File: config.mk
export PLATFORM = sky130hd
export DESIGN_NAME = dmux4way_dispatcher
export DESIGN_NICKNAME = d
export VERILOG_FILES = /design/src/rtl/dmux4way_dispatcher_pkg.sv /design/src/rtl/DMux4Way.sv /design/src/rtl/dmux4way_dispatcher.sv
export SDC_FILE = /design/constraint.sdc
export NUM_CORES = 1
export LEC_CHECK = 0
export ABC_AREA = 0
export CAP_MARGIN = 20
export CORE_MARGIN = 3
export CORE_UTILIZATION = 43
export CTS_BUF_LIST = sky130_fd_sc_hd__clkbuf_8
export CTS_CLUSTER_SIZE = 20
export DETAILED_ROUTE_END_ITERATION = 10
export PLACE_DENSITY = 0.92
export SETUP_SLACK_MARGIN = 0.2
export SLEW_MARGIN = 30
export SYNTH_ARGS = -nofsm -noshare
export SYNTH_HDL_FRONTEND = slang
export SYNTH_SLANG_ARGS = --single-unit
File: constraint.sdc
create_clock -name clk -period 4.75 [get_ports clk]
set_clock_uncertainty 0.15 [all_clocks]
set_input_delay 0.95 -clock clk [delete_from_list [all_inputs] [get_ports clk]]
set_output_delay 0.95 -clock clk [all_outputs]
set_load 0.05 [all_outputs]
File: src/rtl/dmux4way_dispatcher_pkg.sv
// Shared mode and state encodings for the DMux4Way dispatcher.
// Optional statistics are enabled with DISPATCH_STATS_EN.
package dmux4way_dispatcher_pkg;

    localparam logic DISPATCH_MODE_DIRECT = 1'b0;
    localparam logic DISPATCH_MODE_RR     = 1'b1;

    typedef enum logic {
        DISP_EMPTY = 1'b0,
        DISP_FULL  = 1'b1
    } disp_state_t;

    localparam int CNT_W = 8;

    function automatic logic [1:0] rr_next(input logic [1:0] p);
        return p + 2'd1;
    endfunction

endpackage

File: src/rtl/DMux4Way.sv
// 1-to-4 demultiplexer: routes a single bit onto one of four outputs.
// Non-selected outputs are held low.
module DMux4Way (
    input  logic       in,
    input  logic [1:0] sel,
    output logic       a,
    output logic       b,
    output logic       c,
    output logic       d
);

    assign a = in & (sel == 2'd0);
    assign b = in & (sel == 2'd1);
    assign c = in & (sel == 2'd2);
    assign d = in & (sel == 2'd3);

endmodule

File: src/rtl/dmux4way_dispatcher.sv
// One-word skid dispatcher feeding DMux4Way from a registered select.
// Define DISPATCH_STATS_EN to add per-channel saturating handshake counters.
module dmux4way_dispatcher
    import dmux4way_dispatcher_pkg::*;
#(
    parameter int WIDTH = 8
) (
    input  logic             clk,
    input  logic             reset,
    input  logic             mode,
    input  logic             in_valid,
    output logic             in_ready,
    input  logic [WIDTH-1:0] in_data,
    input  logic [1:0]       in_dest,
    output logic [3:0]       out_valid,
    input  logic [3:0]       out_ready,
    output logic [WIDTH-1:0] out_data,
    output logic [1:0]       out_sel
`ifdef DISPATCH_STATS_EN
    ,
    input  logic             stat_clr,
    output logic [31:0]      stat_cnt
`endif
);

    disp_state_t      state_q, state_d;
    logic [WIDTH-1:0] data_q;
    logic [1:0]       sel_q;
    logic [1:0]       rr_ptr;
    logic             full;
    logic             hs;
    logic             accept;

    assign full   = (state_q == DISP_FULL);
    assign hs     = full && out_ready[sel_q];
    // Gate with reset so the producer never sees ready during reset.
    assign in_ready = !reset && (!full || out_ready[sel_q]);
    assign accept   = in_ready && in_valid;

    always_comb begin
        state_d = state_q;
        unique case (state_q)
            DISP_EMPTY: if (in_valid) state_d = DISP_FULL;
            DISP_FULL:  if (hs && !in_valid) state_d = DISP_EMPTY;
        endcase
    end

    always_ff @(posedge clk or posedge reset) begin
        if (reset) begin
            state_q <= DISP_EMPTY;
            data_q  <= '0;
            sel_q   <= 2'd0;
            rr_ptr  <= 2'd0;
        end else begin
            state_q <= state_d;
            if (accept) begin
                data_q <= in_data;
                sel_q  <= (mode == DISPATCH_MODE_RR) ? rr_ptr : in_dest;
                if (mode == DISPATCH_MODE_RR)
                    rr_ptr <= rr_next(rr_ptr);
            end
        end
    end

    DMux4Way u_dmux (
        .in  (full),
        .sel (sel_q),
        .a   (out_valid[0]),
        .b   (out_valid[1]),
        .c   (out_valid[2]),
        .d   (out_valid[3])
    );

    assign out_data = data_q;
    assign out_sel  = sel_q;

`ifdef DISPATCH_STATS_EN
    logic [3:0][CNT_W-1:0] cnt_q;

    always_ff @(posedge clk or posedge reset) begin
        if (reset) begin
            cnt_q <= '0;
        end else if (stat_clr) begin
            cnt_q <= '0;
        end else if (hs && (cnt_q[sel_q] != '1)) begin
            cnt_q[sel_q] <= cnt_q[sel_q] + 1'b1;
        end
    end

    assign stat_cnt = cnt_q;
`endif

endmodule
* Word-level counts from Yosys, hierarchy flattened
Cells that the tools add are included.
Storage, ports and cells: bits in registers 13, latch bits 0, memory bits (writable) 0, memory bits (read-only) 0, input port bits 18, output and inout bits 15, word-level logic and storage cells 30, memories 0
Operators by class: add/subtract/negate cells 1, $mul 0, divide/modulo/power cells 0, magnitude comparators 1, equal/unequal tests 3, shifts and indexed selects 0, multiplexer cells 6, bitwise gates (word level) 5, reduce and logical (&&, ||, !) cells 10
Operator list (number):
- $and 1x1->1 | 4
- $eq 2x2->1 const B | 2
- $logic_and 1x1->1 | 4
- $logic_not 1->1 | 3
- $lt 2x3->1 const B | 1
- $mux 1 | 3
- $add 2x1->2 const B | 1
- $bmux 1 s2 | 1
- $eq 2x1->1 const B | 1
- $logic_not 2->1 | 1
- $mux 2 | 1
- $pmux 1 s2 | 1
- $reduce_and 2->1 | 1
- $logic_or 1x1->1 | 1
- $not 1->1 | 1

* Longest topological paths before layout
word-level depth 6, depth in mapped cells 5, gate-level depth less buffers 4

* Modules after synthesis
From an unflattened synthesis, not the netlist that was laid out.
Unflattened totals: cell total of the unflattened synthesis 46, area total of the unflattened synthesis 620.6 sq um
Modules (own cells, without submodules):
- dmux4way_dispatcher | times used 1, cells an instance 42, area an instance 583.1 sq um, sequential area each 325.3 sq um
- DMux4Way | times used 1, cells an instance 4, area an instance 37.5 sq um, sequential area each 0.0 sq um

* Least setup slack after synthesis
Ideal clock, no wire load.
kind input to output, start input out_ready[2], end output in_ready, data arrival time 1.820 ns, required time 3.650 ns, slack 1.830 ns, stages on the path 3, path buffers 0, cells stage by stage mux2_2 o22ai_1 nor2_1
Between the ends: cells in the longest elaborated chain, start to end 4
RTL lines:
- from (decl) | line dmux4way_dispatcher.sv:16 | input logic [3:0] out_ready,
- $bmux 1 s2 | line dmux4way_dispatcher.sv:37 | assign in_ready = !reset && (!full || out_ready[sel_q]);
- $mux 1 (implied by the code) | line dmux4way_dispatcher.sv:37
- $logic_or 1x1->1 | line dmux4way_dispatcher.sv:37
- $logic_and 1x1->1 | line dmux4way_dispatcher.sv:37
- to (decl) | line dmux4way_dispatcher.sv:12 | output logic in_ready,
No other way between the ends. The select of a mux whose other input is x is not followed.

* Worst setup path in the final report
start input out_ready[1], end output in_ready
The elaborated chain is that of the path after synthesis.

==> flow_summary.toml <==
[yosys]
avgSynthCellArea_um2 = 12.5
synth_top_cell_by_area = "dfrtp_1"
yosys.area_share.simple_pct = 9.04
ys_warn_count = 0
ys_seq_area_share_pct = 51.1
synth_area_leaders = "dfrtp_1, mux2_4, mux2_2"
synthMuxAreaShare_pct = 23.8
synth_xor_area_share_pct = 2.75
synth_compound_area_share_pct = 5.70
synthAdderAreaFrac_pct = 0
synth_cell_type_count = 17
synth_area_um2 = 637
synthCells = 51
synth_seq_cells = 13
synth_fp_nets = 69
synth_top_family_by_area = "multiplexers"
netlist.area_leader.share_pct = 51.1

[cts]
cts_setup_buffers = 0
cts_hold_buf = 0
root_buffer = "clkbuf_8"
ctsResizeCount = 0
cts_made_buffers = 3
cts-htree-levels = 1
cts_sinks = 13
cts_buffer_depth = 2
clock_latency_ns = 0.24
clk_pin_slew_ns = 0.05
cts_tree = "done"

[setup_path]
slowest_delay_ns = 0.70
path_buf_inv = 2
cp_max_fo = 2
crit_path_end_kind = "output pin"
cp.arrival_ns = 2.59
path_common_cell = "clkdlybuf4s50_1"
crit_type = "in -> out"
cp.required_ns = 3.65
cp_top_family = "buffers and inverters"
critPathSlowestCell = "clkdlybuf4s50_1"
timing.critical_path.cells = "clkdlybuf4s50_1 -> mux2_4 -> o22ai_1 -> nor2_1 -> clkdlybuf4s50_1"
start_kind = "primary input"

[timing]
max_freq_ghz = 0.271
setup_viol = 0
setup_ws_ns = 1.06
relSlewSlack_pct = 65.5
timing.final.crit_share_pct = 77.8
max_slew.worst_pin.slew_ns = 0.516
maxSlewViolCount = 0
fin_tns_setup_ns = 0
finalHoldViolations = 0
rsz0062_at_grt = "no"
period_minus_slack_ns = 3.69

[final_layout]
layout_common_cells = "clkdlybuf4s50_1, dfrtp_1, nor2_1"
nets = 101
area_delta_synth_final_pct = 53.8
drive_gt1_share_pct = 18.3
final_common_cell = "clkdlybuf4s50_1"
fillers = 100
diodes = 0

[pwr]
ir_drop_v = 0.000412
power_uw = 777
p_leak_uw = 0.000423
p_per_area_mw_per_mm2 = 793

[outcome]
status = "completed"

[routing]
drt_wl_total_um = 1420
antenna_left = 0
detail_route.wl_per_cell_um = 14.6
drt-pass1-iter-count = 2
drt_iter0_markers = 2
vias = 458
drc = 0
via_per_inst = 4.72

[floorplan]
die_y_um = 44.5
num_rows = 13
ios = 33
start_util_pct = 47.2
die_w_um = 44.5
die-area_mm2 = 0.00198
coreArea_mm2 = 0.00135

[global_routing]
grt_pass1_wl_um = 2130
grt_max_degree = 15
grt_pass1_vias = 478
grtUsageTotal_pct = 15.5
antenna_found_initial = 0
grt_overflow_total = 0

[placement]
gpl.final_weighted_congestion = 0.673
io_buffers = 32
dp_slack_ns = 1.06
place_hpwl_um = 1120

[run]
maxCapViolCount = 0

[hold_path]
hold_class = "reg -> reg"
kinds of logic (layout without fill, tap and decap cells):
logic type,count (synthesis),in the layout
compound gates,4,4
buf+inv,7,38
mux,12,12
xor+xnor,2,2
simple gates,13,13
flops,13,13
worst paths after layout:
| check | end | cells after the start | slack, ns | start |
|---|---|---|---|---|
| max | in_ready | 5 | 1.06 | out_ready[1] |
| min reg2reg | rr_ptr[1]$_DFFE_PP0P_ | 1 | 0.33 | rr_ptr[1]$_DFFE_PP0P_ |
| min | rr_ptr[1]$_DFFE_PP0P_ | 1 | 0.33 | rr_ptr[1]$_DFFE_PP0P_ |
| max in group asynchronous | out_data[4]$_DFFE_PP0P_ | 2 | 3.19 | reset |
| min in group asynchronous | out_data[1]$_DFFE_PP0P_ | 2 | 0.93 | reset |
| max reg2reg | out_data[4]$_DFFE_PP0P_ | 3 | 3.00 | out_sel[1]$_DFFE_PP0P_ |
worst reg2reg max path, stage by stage (launching register included):
cell and delay (ns):
dfrtp_1 0.47, mux2_2 0.39, o221a_4 0.31, mux2_4 0.32
cell type report:
class | count | area [µm²] | area share, %
clock buffer | 3 | 41.3 | 4.21
inverter | 2 | 7.51 | 0.766
clock inverter | 1 | 3.75 | 0.383
sequential | 13 | 325 | 33.2
tap | 15 | 18.8 | 1.92
timing repair buffer | 32 | 320 | 32.7
multi-input combinational | 31 | 263 | 26.8
flip-flops by register name, indices dropped and copies added, names as in the netlist:
name and flops:
out_sel 2, full 1, rr_ptr 2, out_data 8
synth_stat cells:
cell	n
buf_6	1
nor2_1	7
nor2b_1	1
o221a_4	1
or2_2	1
nand2b_1	1
mux2_2	5
nand3_1	1
nand2_1	2
mux2i_1	2
dfrtp_1	13
a21oi_1	2
buf_4	4
xnor2_1	2
inv_1	2
mux2_4	5
o22ai_1	1
where the power goes:
group | switching, µW | total [µW] | internal, µW
logic | 294 | 477 | 183
clock network | 38.0 | 94.9 | 57.0
registers | 39.6 | 206 | 166
total | 372 | 777 | 406
metrics by stage:
stage	instances	util, %	area, µm²	hold WS, ns
final	97	72.6	980	0.328
after global routing	97	72.6	980	0.361
after CTS	97	72.6	980	0.334
after detailed placement	93	69.2	935	0.319
after global placement	93	69.2	935	0.309
after floorplan	51	-	637	0.295
routing by layer:
layer	share of wire, %	GRT usage, %	vias to the layer above
met5	0	0	-
met4	0	9.04	0
met3	4.0	4.07	0
met2	55	26.9	17
met1	41	16.6	213
li1	-	-	228
Note: power is estimated with default switching activity, not from simulation.
